## src/rtl/bit_serial_subtractor.sv

```systemverilog
// -----------------------------------------------------------------------------
// bit_serial_subtractor
//   Computes (a - b - bin) mod 2^WIDTH one bit per clock, LSB first. A single
//   full-subtractor cell and a borrow flop are reused for every bit position.
//   The latency from the start edge to the done edge is WIDTH clock cycles.
//
// Parameters
//   WIDTH : operand/result width in bits (2..32)
//
// Ports
//   clk   in   rising-edge clock
//   rst_n in   asynchronous active-low reset
//   start in   request a subtraction (accepted in IDLE or DONE only)
//   a     in   minuend   [WIDTH-1:0]
//   b     in   subtrahend [WIDTH-1:0]
//   bin   in   borrow-in
//   busy  out  high while a subtraction is in progress
//   done  out  one-cycle pulse: diff/bout hold a fresh result
//   diff  out  registered difference [WIDTH-1:0]
//   bout  out  registered final borrow-out
// -----------------------------------------------------------------------------
module bit_serial_subtractor #(
  parameter int WIDTH = 4
) (
  input  logic             clk,
  input  logic             rst_n,
  input  logic             start,
  input  logic [WIDTH-1:0] a,
  input  logic [WIDTH-1:0] b,
  input  logic             bin,
  output logic             busy,
  output logic             done,
  output logic [WIDTH-1:0] diff,
  output logic             bout
);

  localparam int CW = $clog2(WIDTH) + 1;
  localparam logic [CW-1:0] CNT_LAST = CW'(WIDTH - 1);
  localparam logic [CW-1:0] CNT_MAX  = CW'(WIDTH);

  typedef enum logic [1:0] {
    IDLE = 2'd0,
    RUN  = 2'd1,
    DONE = 2'd2
  } state_t;

  state_t           r_state;
  logic [WIDTH-1:0] r_a;
  logic [WIDTH-1:0] r_b;
  logic             r_br;
  logic [CW-1:0]    r_cnt;
  logic [WIDTH-2:0] r_sr;
  logic             r_busy;
  logic             r_done;
  logic [WIDTH-1:0] r_diff;
  logic             r_bout;

  logic             w_d;
  logic             w_br_next;
  logic [WIDTH-1:0] w_sr_next;

  // Full-subtractor cell on the current LSB of the shifting operands.
  assign w_d       = r_a[0] ^ r_b[0] ^ r_br;
  assign w_br_next = (~r_a[0] & r_b[0]) | (~(r_a[0] ^ r_b[0]) & r_br);

  // New difference bit enters from the MSB side. The partial-result register
  // is one bit short because on the final step the full word goes straight
  // into r_diff, so the bit that would fall off the bottom is never needed.
  assign w_sr_next = {w_d, r_sr};

  assign busy = r_busy;
  assign done = r_done;
  assign diff = r_diff;
  assign bout = r_bout;

  // Control FSM, serial datapath and registered outputs.
  always_ff @(posedge clk or negedge rst_n) begin
    if (!rst_n) begin
      r_state <= IDLE;
      r_a     <= {WIDTH{1'b0}};
      r_b     <= {WIDTH{1'b0}};
      r_br    <= 1'b0;
      r_cnt   <= {CW{1'b0}};
      r_sr    <= {(WIDTH-1){1'b0}};
      r_busy  <= 1'b0;
      r_done  <= 1'b0;
      r_diff  <= {WIDTH{1'b0}};
      r_bout  <= 1'b0;
    end else begin
      r_done <= 1'b0;
      case (r_state)
        IDLE, DONE: begin
          if (start) begin
            r_state <= RUN;
            r_busy  <= 1'b1;
            r_a     <= a;
            r_b     <= b;
            r_br    <= bin;
            r_cnt   <= {CW{1'b0}};
          end else begin
            r_state <= IDLE;
            r_busy  <= 1'b0;
          end
        end
        RUN: begin
          r_a  <= {1'b0, r_a[WIDTH-1:1]};
          r_b  <= {1'b0, r_b[WIDTH-1:1]};
          r_br <= w_br_next;
          r_sr <= w_sr_next[WIDTH-1:1];
          // Counter saturates at WIDTH instead of wrapping.
          if (r_cnt != CNT_MAX) begin
            r_cnt <= r_cnt + CW'(1);
          end else begin
            r_cnt <= r_cnt;
          end
          if (r_cnt == CNT_LAST) begin
            r_state <= DONE;
            r_busy  <= 1'b0;
            r_done  <= 1'b1;
            r_diff  <= w_sr_next;
            r_bout  <= w_br_next;
          end else begin
            r_state <= RUN;
            r_busy  <= 1'b1;
          end
        end
        default: begin
          r_state <= IDLE;
          r_busy  <= 1'b0;
        end
      endcase
    end
  end

endmodule

```

## config.mk

```make
export PLATFORM = sky130hd
export DESIGN_NAME = bit_serial_subtractor
export DESIGN_NICKNAME = d
export VERILOG_FILES = /design/src/rtl/bit_serial_subtractor.sv
export SDC_FILE = /design/constraint.sdc
export NUM_CORES = 1
export LEC_CHECK = 0
export CAP_MARGIN = 20
export CORE_AREA = 5 5 50 52
export DETAILED_ROUTE_END_ITERATION = 10
export DIE_AREA = 0 0 55 57
export PLACE_DENSITY = 0.78
export SETUP_SLACK_MARGIN = 0.3
export SLEW_MARGIN = 10
export SYNTH_ARGS = -nofsm -noshare
export SYNTH_HDL_FRONTEND = slang
export SYNTH_SLANG_ARGS = --single-unit
```

## constraint.sdc

```tcl
create_clock -name clk -period 3.4 [get_ports clk]
set_input_delay 0.51 -clock clk [delete_from_list [all_inputs] [get_ports clk]]
set_output_delay 0.51 -clock clk [all_outputs]
set_load 0.03 [all_outputs]
```

==> flow_metrics.env, run 1 <==
export IMPL_p_per_area_nw_per_um2=956
export IMPL_rr_endpoint="diff[1]"
export IMPL_syn_nets=104
export IMPL_ys_ff_latch=23
export IMPL_cpPeakStageDelay_ns=0.69
export IMPL_n_antenna_cell=0
export IMPL_fin_crit_sh_pct=56.4
export IMPL_hold_path_class="primary input to asynchronous set/reset pin"
export IMPL_overflow=0
export IMPL_postCtsSetupBuffers=0
export IMPL_syn_to_final_growth_pct=23.1
export IMPL_cts_buffer_depth=2
export IMPL_io_buffer_count=18
export IMPL_cts_tree="built"
export IMPL_die_h_um=57
export IMPL_drv_slew=0
export IMPL_dp_hpwl_mm=1.18
export IMPL_tns_ns=0
export IMPL_place_gp_congestion=0.724
export IMPL_seqPwrFrac_pct=41.3
export IMPL_p_clk_share_pct=10.5
export IMPL_cp_num_buf_inv=1
export IMPL_cp_top_family="buffers and inverters"
export IMPL_wl_mm=1.63
export IMPL_syn_cell_area_um2=998
export IMPL_yosysTopAreaCell="dfrtp_1"
export IMPL_power_switching_mw=0.448
export IMPL_p_int_mw=0.726
export IMPL_cts_hold_fix_buffers=0
export IMPL_avgSynthCellArea_um2=11.3
export IMPL_grt_pass1_wl_mm=2.90
export IMPL_setup_worst_path_start_class="flip-flop"
export IMPL_fp_dieArea_um2=3140
export IMPL_fillers=199
export IMPL_nNetsFinal=124
export IMPL_start_util_pct=48.4
export IMPL_die_w_um=55
export IMPL_viasPerCell=5.04
export IMPL_ios=19
export IMPL_power_frac_comb_pct=48.2
export IMPL_final_util_pct=59.6
export IMPL_grt_total_usage_pct=12.5
export IMPL_end_kind="output pin"
export IMPL_p_leak_nw=0.576
export IMPL_first_iter_violations=14
export IMPL_synthesis_instances=88
export IMPL_cp_max_fo=5
export IMPL_cts_inserted_buffers=3
export IMPL_fmax_mhz=521
export IMPL_cp_slowest_cell="clkdlybuf4s50_1"
export IMPL_drive_gt1_share_pct=12.1
export IMPL_cts_resized=0
export IMPL_core_um2=2060
export IMPL_required_ns=2.89
export IMPL_ant_nets=0
export IMPL_ys_top_cells_by_area="dfrtp_1 58%, mux2_2 9.0%, nand2_1 5.3%, a31oi_1 3.8%, ha_1 3.8%"
export IMPL_routedWlPerCell_um=12.1
export IMPL_path_cells="clkdlybuf4s50_1"
export IMPL_worstReg2RegStart="r_cnt[0]"
export IMPL_drcViolationCount=0
export IMPL_htree_num_levels=1
export IMPL_fin_skew_ns=0.00609
export IMPL_synth_seq_area_share_pct=57.6
export IMPL_drv_cap=0
export IMPL_peakVddDrop_mv=0.491
export IMPL_status="finished, final reports clean"
export IMPL_setup_viol=0
export IMPL_slew_headroom_pct=53.2
export IMPL_synth_cell_type_count=20
export IMPL_r2r_cells=4
export IMPL_num_rows=17
export IMPL_grt_pass1_vias=699
export IMPL_grt_setup_unrepaired="no"
export IMPL_grt_max_degree=24
export IMPL_cts_clk_slew_worst_paths_ns=0.11
export IMPL_path_class="flip-flop to output pin"
export IMPL_cts_root_buf="clkbuf_4"
export IMPL_yosysWarningCount=0
export IMPL_worstPathArrival_ns=1.41
export IMPL_grt_antenna_before_repair=0
export IMPL_switching_share_pct=38.2
export IMPL_clk_latency_ns=0.31
export IMPL_report_final_hold_viol_count=0
export IMPL_synth_top_area_share_pct=57.6
export IMPL_clock_sinks=23
export IMPL_tightest_slew_ns=0.702
export IMPL_fin_crit_ns=1.92
export IMPL_vias=680
export IMPL_drt_pass1_iter_count=4
export IMPL_ff2ff_setup_slack_ns=1.79
[cell type report]
type	count	area (um^2)	share of cell area [%]
inverter	7	26.3	2.14
multi-input combinational	54	370	30.1
sequential	23	576	46.8
clock buffer	4	26.3	2.14
tap	28	35.0	2.85
timing repair buffer	19	195	15.9
[kinds of logic (layout without fill, tap and decap cells)]
family | count (synthesis) | in the layout | share of synthesized area [%]
flip-flops | 23 | 23 | 57.6
AND/OR/NAND/NOR | 27 | 27 | 11.8
adder cells (fa/ha/maj) | 4 | 4 | 5.76
multiplexers | 9 | 9 | 10.0
buffers and inverters | 11 | 30 | 5.26
AO/OA/AOI/OAI | 14 | 14 | 9.52
[worst max path at each step]
stage,startpoint,endpoint,slack (ns),cells after the start
finish,r_state[0],busy,1.48,1
global route,r_state[0],busy,1.42,1
CTS,r_state[0],busy,1.47,1
detailed placement,start,r_cnt[1],1.37,4
global placement,start,r_cnt[1],1.40,4
floorplan,r_cnt[0],diff[0],1.95,4
[per-layer routing]
layer	routed length [um]	vias to the layer above	share of wire (%)	GRT usage (%)
li1	-	331	-	-
met1	739	322	45	16.2
met2	746	22	46	18.8
met3	106	5	6.5	2.61
met4	39	0	2.4	7.29
met5	0	-	0	0
[sequential cells by signal, indices dropped and copies added, names as in the netlist]
name	count
diff	4
r_br	1
r_sr	3
r_b	4
r_a	4
bout	1
r_state	2
done	1
r_cnt	3
[power groups by stage]
stage          clock network (mW)  logic, mW  registers [mW]
2_1_floorplan                   0      0.355           0.553
3_3_place_gp                    0      0.552           0.483
3_5_place_dp                    0      0.572           0.493
4_1_cts                     0.128      0.574           0.486
5_1_grt                     0.140      0.641           0.502
6_report                    0.123      0.566           0.485
[cells in the final DEF, fill, tap and decap left out, drive strengths merged, types with 2 or more instances in the layout]
cell            n
a22o            2
a31oi           6
clkbuf          4
clkdlybuf4s50  18
dfrtp          23
ha              3
inv             7
mux2            8
nand2          14
nand2b          2
nor2            8
o21ai           3
[Yosys cell counts (all sizes together)]
cell type	instances
nor2b	1
a31oi	6
nor2	8
nand2b	2
dfrtp	23
and2	1
buf	4
a22o	2
inv	7
nand2	14
o21ai	3
fa	1
mux2i	1
o211ai	1
a221o	1
nand3b	1
a21o	1
ha	3
mux2	8
[per-stage QoR]
stage / hold WS, ns / instance area (um^2) / power, mW / std cells / setup slack [ns]
4_1_cts: 0.510 / 1210 / 1.19 / 134 / 1.47
5_1_grt: 0.439 / 1230 / 1.28 / 135 / 1.42
6_report: 0.440 / 1230 / 1.17 / 135 / 1.48
3_3_place_gp: 0.469 / 1190 / 1.04 / 130 / 1.40
3_5_place_dp: 0.482 / 1190 / 1.07 / 130 / 1.37
2_1_floorplan: 0.214 / 998 / 0.908 / 88 / 1.95
No activity file was read; power rests on OpenSTA's default activity.
==> inputs of run 2 (changes only) <==
CORE_AREA = 5 5 54 56   (was 5 5 50 52)
DIE_AREA = 0 0 59 61   (was 0 0 55 57)
PLACE_DENSITY = 0.7   (was 0.78)
clock period = 1.75 ns   (was 3.4 ns; I/O delays follow)
==> run 2 against run 1 <==
Against the previous run:
- wire length is 9.6% higher
- utilization decreased by 5.4 points
- worst hold slack lost 0.14 ns
- total power grew 100%
- setup slack worse by 1.1 ns
- clock power rose by 93%
- critical path depth grew 4
- highest routed layer unchanged
==> flow_metrics.env, run 2 (synthesized netlist as in run 1, its figures left out) <==
export IMPL_status="finished, final reports clean"
export IMPL_cp_num_buf_inv=1
export IMPL_fin_skew_ns=0.00129
export IMPL_routedWlPerCell_um=12.3
export IMPL_first_iter_violations=9
export IMPL_overflow=0
export IMPL_num_rows=18
export IMPL_grt_setup_unrepaired="no"
export IMPL_p_leak_nw=0.633
export IMPL_place_gp_congestion=0.746
export IMPL_dp_hpwl_mm=1.33
export IMPL_cts_clk_slew_worst_paths_ns=0.12
export IMPL_end_kind="flip-flop"
export IMPL_drv_cap=0
export IMPL_wl_mm=1.79
export IMPL_n_antenna_cell=0
export IMPL_grt_pass1_wl_mm=3.17
export IMPL_vias=720
export IMPL_path_cells="ha_2 > ha_2 > nand3b_1 > buf_6 > mux2_2"
export IMPL_setup_viol=0
export IMPL_worst_slack_ns=0.347
export IMPL_power_switching_mw=0.907
export IMPL_cts_root_buf="clkbuf_4"
export IMPL_ant_nets=0
export IMPL_drt_pass1_iter_count=4
export IMPL_grt_antenna_before_repair=0
export IMPL_tightest_slew_ns=0.329
export IMPL_syn_to_final_growth_pct=29.4
export IMPL_hold_path_class="primary input to asynchronous set/reset pin"
export IMPL_fin_crit_ns=1.40
export IMPL_post_place_ws_ns=0.178
export IMPL_clock_sinks=23
export IMPL_die_w_um=59
export IMPL_power_frac_comb_pct=50.5
export IMPL_htree_num_levels=1
export IMPL_grt_pass1_vias=749
export IMPL_cp_max_fo=7
export IMPL_ios=19
export IMPL_clk_latency_ns=0.30
export IMPL_tns_ns=0
export IMPL_worstPathArrival_ns=1.60
export IMPL_cp_top_family="flip-flops"
export IMPL_drive_gt1_share_pct=20.0
export IMPL_drcViolationCount=0
export IMPL_start_util_pct=41.8
export IMPL_peakVddDrop_mv=0.914
export IMPL_core_um2=2390
export IMPL_viasPerCell=4.97
export IMPL_cts_inserted_buffers=3
export IMPL_p_int_mw=1.47
export IMPL_die_h_um=61
export IMPL_switching_share_pct=38.1
export IMPL_fin_crit_sh_pct=80.2
export IMPL_p_clk_share_pct=10.0
export IMPL_cp_common_cell="ha_2"
export IMPL_fmax_mhz=713
export IMPL_fp_dieArea_um2=3600
export IMPL_fillers=232
export IMPL_io_buffer_count=18
export IMPL_nNetsFinal=132
export IMPL_cts_hold_fix_buffers=0
export IMPL_seqPwrFrac_pct=39.5
export IMPL_drv_slew=0
export IMPL_final_cell_mix="23 x dfrtp_1, 14 x nand2_1, 11 x clkdlybuf4s50_1, 8 x nor2_1, 8 x buf_4"
export IMPL_slew_headroom_pct=78.1
export IMPL_cp_slowest_cell="dfrtp_1"
export IMPL_grt_total_usage_pct=11.7
export IMPL_p_per_area_nw_per_um2=1840
export IMPL_path_class="flip-flop to flip-flop"
export IMPL_grt_max_degree=24
export IMPL_report_final_hold_viol_count=0
export IMPL_cts_tree="built"
export IMPL_cts_buffer_depth=2
export IMPL_final_common_cell="dfrtp_1"
export IMPL_required_ns=1.95
export IMPL_cpPeakStageDelay_ns=0.41
export IMPL_setup_worst_path_start_class="flip-flop"
## run 2: power by group through the flow
stage / registers (mW) / logic, mW / clock network [mW]
floorplan: 1.07 / 0.689 / 0
CTS: 0.935 / 1.19 / 0.248
global route: 0.970 / 1.36 / 0.274
finish: 0.939 / 1.20 / 0.238
global placement: 0.944 / 1.16 / 0
detailed placement: 0.958 / 1.19 / 0
## run 2: cell type report
| cell class | instances | area [um^2] | share of cell area (%) |
|---|---|---|---|
| tap | 30 | 37.5 | 2.90 |
| inverter | 7 | 26.3 | 2.03 |
| sequential | 23 | 576 | 44.5 |
| multi-input combinational | 54 | 383 | 29.6 |
| clock buffer | 4 | 26.3 | 2.03 |
| timing repair buffer | 27 | 244 | 18.9 |
## run 2: per-layer routing
layer | part of all wire (%) | GRT usage [%] | vias to the layer above
li1 | - | - | 347
met1 | 45 | 14.4 | 358
met2 | 50 | 19.9 | 13
met3 | 4.3 | 2.55 | 2
met4 | 0.84 | 4.85 | 0
met5 | 0 | 0 | -
## run 2: worst paths after layout
path	startpoint	endpoint	slack, ns	cells past startpoint
worst max register to register	r_cnt[0]	diff[1]	0.35	5
worst min register to register	bout	bout	0.51	2
max in group asynchronous	rst_n	r_sr[0]	1.22	2
min in group clk	b[2]	r_b[2]	0.51	3
worst min-delay path	rst_n	bout	0.30	2
worst max-delay path	r_cnt[0]	diff[1]	0.35	5
## run 2: worst register-to-register path: stages, from the launching register on
cell and delay, ns:
dfrtp_1 0.41, ha_2 0.18, ha_2 0.17, nand3b_1 0.09, buf_6 0.13, mux2_2 0.33
## run 2: stage by stage
step | utilization [%] | instances | cell area, um^2 | hold WS [ns] | total power, mW
2_1_floorplan | - | 88 | 998 | -0.0331 | 1.76
3_3_place_gp | 51.4 | 137 | 1230 | 0.474 | 2.10
3_5_place_dp | 51.4 | 137 | 1230 | 0.494 | 2.15
4_1_cts | 53.4 | 144 | 1270 | 0.306 | 2.37
5_1_grt | 54.1 | 145 | 1290 | 0.312 | 2.60
6_report | 54.1 | 145 | 1290 | 0.300 | 2.38
## run 2: timing repair
item,in CTS,in global routing
cloned,0,0
endpoints found under the hold margin,0,0
resized for setup,9,4
setup buffers,3,1
setup endpoints to repair,11,5
==> inputs of run 3 (changes only) <==
clock period = 1.1 ns   (was 1.75 ns; I/O delays follow)
==> run 3 against run 2 <==
Against the previous run:
- the run now ends with negative setup slack left
- global-route usage increased by 0.67 points
- total power increased by 110%
- combinational power increased to 2.6 times the previous value
- count of clock-buffer cells in the layout decreased by 1
- highest routed layer unchanged
- worst hold slack got worse by 0.11 ns
- wire length increased by 16%
==> flow_metrics.env, run 3 (synthesized netlist as in run 1, its figures left out) <==
export IMPL_switching_share_pct=35.5
export IMPL_cts_tree="built"
export IMPL_grt_pass1_wl_mm=3.32
export IMPL_fin_crit_ns=1.41
export IMPL_fp_dieArea_um2=3600
export IMPL_viasPerCell=4.63
export IMPL_status="finished, violations left"
export IMPL_die_w_um=59
export IMPL_fillers=189
export IMPL_ant_nets=0
export IMPL_nNetsFinal=155
export IMPL_cts_clk_slew_worst_paths_ns=0.13
export IMPL_final_cell_mix="24 x buf_4, 22 x dfrtp_1, 14 x buf_6, 13 x nand2_1, 11 x clkdlybuf4s50_1"
export IMPL_peakVddDrop_mv=1.76
export IMPL_path_class="flip-flop to flip-flop"
export IMPL_power_frac_comb_pct=61.6
export IMPL_setup_worst_path_start_class="flip-flop"
export IMPL_seqPwrFrac_pct=30.6
export IMPL_p_clk_share_pct=7.9
export IMPL_fmax_mhz=707
export IMPL_grt_setup_unrepaired="yes"
export IMPL_place_gp_congestion=0.709
export IMPL_overflow=0
export IMPL_dr_wl_met2_um=988
export IMPL_cts_hold_fix_buffers=0
export IMPL_final_design_area_no_fill_um2=1590
export IMPL_drv_cap=0
export IMPL_fin_crit_sh_pct=129
export IMPL_grt_total_usage_pct=12.4
export IMPL_cts_buffer_depth=2
export IMPL_clk_latency_ns=0.31
export IMPL_first_iter_violations=26
export IMPL_end_kind="flip-flop"
export IMPL_setup_viol=21
export IMPL_grt_max_degree=24
export IMPL_syn_to_final_growth_pct=59.6
export IMPL_die_h_um=61
export IMPL_wl_met3_um=108
export IMPL_cts_inserted_buffers=3
export IMPL_num_rows=18
export IMPL_cts_root_buf="clkbuf_4"
export IMPL_required_ns=1.31
export IMPL_power_switching_mw=1.79
export IMPL_n_antenna_cell=0
export IMPL_drive_gt1_share_pct=47.8
export IMPL_violations="negative setup slack"
export IMPL_tightest_slew_ns=0.167
export IMPL_routedWlPerCell_um=12.4
export IMPL_p_per_area_nw_per_um2=3160
export IMPL_drv_slew=0
export IMPL_grt_antenna_before_repair=0
export IMPL_htree_num_levels=1
export IMPL_slew_headroom_pct=88.8
export IMPL_multi_input_area_um2=455
export IMPL_highest_layer="met4"
export IMPL_dpl_cell_area_um2=1330
export IMPL_dp_hpwl_mm=1.35
export IMPL_ios=19
export IMPL_p_leak_nw=0.795
export IMPL_grt_pass1_vias=758
export IMPL_power_mw=5.04
export IMPL_core_um2=2390
export IMPL_worstPathArrival_ns=1.63
export IMPL_final_common_cell="buf_4"
export IMPL_regArea_um2=577
export IMPL_clock_sinks=23
export IMPL_report_final_hold_viol_count=0
export IMPL_worst_slack_ns=-0.314
export IMPL_drt_pass1_iter_count=4
export IMPL_start_util_pct=41.8
export IMPL_fin_hold_ws_ns=0.188
export IMPL_post_place_ws_ns=-0.289
export IMPL_p_int_mw=3.25
export IMPL_drcViolationCount=0
export IMPL_io_buffer_count=18
export IMPL_wl_mm=2.08
export IMPL_vias=777
export IMPL_cp_max_fo=2
export IMPL_fin_skew_ns=0.00292
export IMPL_wl_met1_um=967
export IMPL_hold_path_class="primary input to asynchronous set/reset pin"
==> run 3: area by class of cell <==
class / count / share of cell area (%)
sequential: 23 / 36.2
inverter: 7 / 1.81
clock inverter: 1 / 0.314
tap: 30 / 2.35
timing repair buffer: 50 / 29.4
clock buffer: 3 / 1.41
multi-input combinational: 54 / 28.6
==> run 3: timing repair <==
item / CTS / global route
pin swaps: 4 / 6
setup endpoints to repair: 30 / 30
buffers inserted: 10 / 7
resized for setup: 15 / 17
cloned: 0 / 0
hold endpoints to repair: 0 / 0
==> run 3: layer usage <==
layer  global-route usage, %  up-vias
met5                       0        -
met3                    4.26        2
met1                    15.8      367
li1                        -      391
met2                    20.2       17
met4                    2.91        0
==> run 3: final timing paths <==
kind | from | cells after the start | to | slack [ns]
setup / recovery | r_cnt[1] | 6 | r_cnt[1] | -0.31
hold reg to reg | r_a[3] | 1 | r_a[3] | 0.53
hold / removal | rst_n | 2 | r_cnt[2] | 0.19
max in group asynchronous | rst_n | 2 | r_state[0] | 0.76
setup reg to reg | r_cnt[1] | 6 | r_cnt[1] | -0.31
min in group clk | b[2] | 3 | r_b[2] | 0.40
==> run 3: worst max-delay path, cell delays in order (launching register included) <==
cell	delay [ns]
dfrtp_1	0.41
buf_4	0.14
buf_6	0.11
inv_4	0.05
ha_4	0.12
a21o_1	0.16
mux2_4	0.31
==> run 3: per-stage QoR <==
step | TNS (ns) | util (%) | cells
after global placement | -3.96 | 55.8 | 147
after CTS | -3.06 | 62.1 | 161
after floorplan | -2.37 | - | 88
after global routing | -4.54 | 66.8 | 168
final | -3.12 | 66.8 | 168
after detailed placement | -4.30 | 55.8 | 147
==> run 3: power by group through the flow <==
stage,clock (mW),combinational (mW),sequential [mW]
2_1_floorplan,0,1.32,1.72
3_3_place_gp,0,2.21,1.50
3_5_place_dp,0,2.26,1.52
4_1_cts,0.411,2.69,1.51
5_1_grt,0.445,3.38,1.58
6_report,0.396,3.10,1.54
==> patch 1, RTL diff (config.mk and constraints of run 2) <==
`WIDTH`: 4 -> 2.
--- a/src/rtl/bit_serial_subtractor.sv
+++ b/src/rtl/bit_serial_subtractor.sv
@@ -20,7 +20,7 @@
 //   bout  out  registered final borrow-out
 // -----------------------------------------------------------------------------
 module bit_serial_subtractor #(
-  parameter int WIDTH = 4
+  parameter int WIDTH = 2
 ) (
   input  logic             clk,
   input  logic             rst_n,
Interface: changed (resized a, b and diff); port bits go from 19 to 13. The function was not compared with the original's and may differ.
==> patch 1 against run 2 <==
Area after synthesis fell by 31%; power fell by 32%; routed wire length fell by 30%; via count down 38%; worst setup slack better by 0.076 ns; synthesized cell count decreased by 34%; utilization is 18 points lower; design area decreased by 34%; sequential cell count shrank 10; critical path depth down 2; critical path type unchanged; largest cell class unchanged; highest routed layer unchanged.
==> patch 1: results <==
INSERT INTO impl_metrics (metric_group, metric, value, unit) VALUES
('outcome', 'run_status', 'completed', ''),
('power_and_ir_drop', 'leakagePower', '0.403', 'nW'),
('timing', 'worst_pin_slew', '0.576', 'ns'),
('critical_path', 'cp_slowest_stage_delay', '0.45', 'ns'),
('clock_network', 'cts_resized', '5', ''),
('critical_path', 'critical_path_peak_fanout', '3', ''),
('routing', 'detail_route.iter0.violations', '3', ''),
('synthesis', 'synthTopCellsByArea', 'dfrtp_1 47%, mux2i_1 7.3%, mux2_2 4.9%', ''),
('clock_network', 'worstSkewPairLatency', '0.27', 'ns'),
('power_and_ir_drop', 'p_comb_share', '55.1', '%'),
('place', 'place.gp.congestion', '0.697', ''),
('place', 'detailed_place_hpwl', '916', 'um'),
('critical_path', 'cpMaxStageDelayCell', 'fa_2', ''),
('synthesis', 'synth.area.mux_share', '16.6', '%'),
('synthesis', 'netlist_top_cells_count', '13 x dfrtp_1, 5 x inv_1, 5 x mux2i_1, 4 x nor2b_1', ''),
('routing', 'via_per_inst', '4.40', ''),
('grt', 'global_route.usage.total', '8.34', '%'),
('layout', 'nets_final', '84', ''),
('power_and_ir_drop', 'power_frac_seq', '33.4', '%'),
('synthesis', 'synth_compound_area_share', '10.2', '%'),
('power_and_ir_drop', 'ir_drop', '0.720', 'mV'),
('routing', 'drtPass1Iterations', '2', ''),
('place', 'post-place-cells', '98', ''),
('place', 'number_of_buffers_inserted_by_port_buffering', '12', ''),
('critical_path', 'cpLargestDelayFamily', 'adder cells', ''),
('timing', 'final.setup_skew', '0.00646', 'ns');
[patch 1: layout make-up]
type / instances / area, um2
timing repair buffer: 14 / 129
inverter: 5 / 18.8
tap: 30 / 37.5
multi-input combinational: 36 / 318
clock buffer: 4 / 26.3
sequential: 13 / 325
fill: 265 / 1530
[patch 1: path summary, 6_finish.rpt]
path | from | to | slack [ns] | cells past startpoint
min | rst_n | r_cnt[0] | 0.35 | 1
max reg2reg | r_b[0] | diff[1] | 0.42 | 3
min reg2reg | bout | bout | 0.50 | 2
min in group clk | bout | bout | 0.50 | 2
max in group asynchronous | rst_n | diff[0] | 1.02 | 1
max | r_b[0] | diff[1] | 0.42 | 3
[patch 1: worst reg2reg max path, stage by stage (launching register included)]
cell	delay, ns
dfrtp_1	0.40
inv_1	0.10
fa_2	0.45
mux2_4	0.27
[patch 1: layer usage]
layer  wire [um]  part of all wire [%]  track usage, %
met4          10                  0.80            4.85
met3          68                   5.5            2.77
met2         572                    46            12.5
met1         596                    48            10.5
met5           0                     0               0
==> patch 2, RTL diff (flow settings as in run 2) <==
Made on the original files. Register the inputs `start`, `a`, `b` and `bin` before use, with the module's reset. The logic sees them one clock later. Comments in the files are not updated.
--- a/src/rtl/bit_serial_subtractor.sv
+++ b/src/rtl/bit_serial_subtractor.sv
@@ -43,6 +43,25 @@
     RUN  = 2'd1,
     DONE = 2'd2
   } state_t;
+
+  logic start_q;
+  logic [WIDTH-1:0] a_q;
+  logic [WIDTH-1:0] b_q;
+  logic bin_q;
+
+  always_ff @(posedge clk or negedge rst_n) begin
+    if (!rst_n) begin
+      start_q <= '0;
+      a_q     <= '0;
+      b_q     <= '0;
+      bin_q   <= '0;
+    end else begin
+      start_q <= start;
+      a_q     <= a;
+      b_q     <= b;
+      bin_q   <= bin;
+    end
+  end
 
   state_t           r_state;
   logic [WIDTH-1:0] r_a;
@@ -90,12 +109,12 @@
       r_done <= 1'b0;
       case (r_state)
         IDLE, DONE: begin
-          if (start) begin
+          if (start_q) begin
             r_state <= RUN;
             r_busy  <= 1'b1;
-            r_a     <= a;
-            r_b     <= b;
-            r_br    <= bin;
+            r_a     <= a_q;
+            r_b     <= b_q;
+            r_br    <= bin_q;
             r_cnt   <= {CW{1'b0}};
           end else begin
             r_state <= IDLE;
Behaviour: not the same (Yosys sat finds a counterexample within 4 cycles, from zero or initial values and one cycle with rst_n low).
==> patch 2 against run 2 <==
Design area is 22% higher; sequential cell count is 9 higher; worst setup slack worse by 0.047 ns; die area stayed put; non-clock buffer count is 2 lower; area after synthesis is 21% higher; routed wire length is 11% higher; largest power group unchanged; sequential share of layout area is 6.3 points higher; power is 26% higher; count of clock-buffer cells in the layout is 3 higher; via count is 5.0% higher; sequential power is 24% higher.
==> patch 2: results <==
INSERT INTO impl_metrics (metric_group, metric, value, unit) VALUES
('outcome', 'run_status', 'completed', ''),
('grt', 'groute.layer.met2.usage', '20.8', '%'),
('grt', 'grt_pass1_vias', '770', ''),
('power_and_ir_drop', 'ir_drop', '1.43', 'mV'),
('routing', 'drtPass1Iterations', '2', ''),
('grt', 'global_route.usage.total', '13.3', '%'),
('clock_network', 'cts-buffers-inserted', '5', ''),
('routing', 'number_of_vias_after_detailed_routing', '756', ''),
('layout', 'post_route_cells_drive_above_1_share', '24.6', '%'),
('clock_network', 'worstSkewPairLatency', '0.33', 'ns'),
('synthesis', 'netlist_top_cells_count', '32 x dfrtp_1, 11 x inv_1, 8 x mux2_2, 6 x a21oi_1, 6 x o22ai_1', ''),
('critical_path', 'critPathArrivalTime', '1.67', 'ns'),
('place', 'place.gp.congestion', '0.720', ''),
('place', 'dpl-instance-area', '1420', 'um2'),
('timing', 'slew_limit_headroom', '73.7', '%'),
('synthesis', 'synth_unique_cells', '22', ''),
('routing', 'drt-wirelength-per-cell', '13.4', 'um'),
('routing', 'route.met2.wl', '986', 'um'),
('power_and_ir_drop', 'leakagePower', '0.766', 'nW'),
('synthesis', 'synthTopCellsByArea', 'dfrtp_1 66%, mux2_2 7.4%, inv_1 3.4%', ''),
('layout', 'nets_final', '133', ''),
('routing', 'detail_route.iter0.violations', '2', ''),
('synthesis', 'seq_area_frac_synth', '66.2', '%'),
('place', 'pre_cts_slack', '0.201', 'ns'),
('grt', 'grt_first_pass_wirelength', '3390', 'um'),
('routing', 'metal_1_wl', '818', 'um');
==> patch 2: cells by family (layout without fill, tap and decap cells) <==
logic type                 Yosys count  after routing  synth area share [%]
DFF                                 32             32                  66.2
AOI/OAI and AO/OA                   20             20                  10.3
buffers and inverters               14             44                  5.69
muxes                                9              9                  8.27
and+or+nand+nor                      9              9                  4.76
adders and majority gates            4              4                  4.76
==> patch 2: timing repair <==
item,in CTS,in global routing
hold buffers,0,0
gates resized for setup,9,8
endpoints found under the setup margin,11,8
pin swaps,0,1
buffers inserted,2,3
==> patch 2: path summary, 6_finish.rpt <==
kind	slack (ns)	from	cells after the start	end
worst max-delay path	0.30	r_cnt[1]	5	diff[3]
worst min-delay path	0.31	rst_n	2	diff[2]
worst max register to register	0.30	r_cnt[1]	5	diff[3]
worst min register to register	0.47	a_q[3]	1	r_a[3]
max in group asynchronous	1.14	rst_n	2	r_state[0]
min in group clk	0.37	b[3]	1	b_q[3]
==> patch 2: area by class of cell <==
| class | instances | area, um2 |
|---|---|---|
| Clock buffer | 7 | 65.1 |
| Clock inverter | 1 | 30.0 |
| Fill cell | 200 | 810 |
| Inverter | 11 | 41.3 |
| Multi-Input combinational cell | 42 | 373 |
| Sequential cell | 32 | 802 |
| Tap cell | 30 | 37.5 |
| Timing Repair Buffer | 25 | 229 |
==> patch 2: worst max-delay path, stage by stage, from the launching register on <==
cell and delay [ns]:
dfrtp_1 0.39, ha_2 0.20, ha_4 0.15, nand3b_1 0.17, buf_6 0.15, mux2_4 0.29
==> patch 2: power breakdown <==
| group | internal, W | switching [W] |
|---|---|---|
| Clock | 0.000379 | 0.000241 |
| Combinational | 0.000601 | 0.000606 |
| Sequential | 0.00101 | 0.000149 |
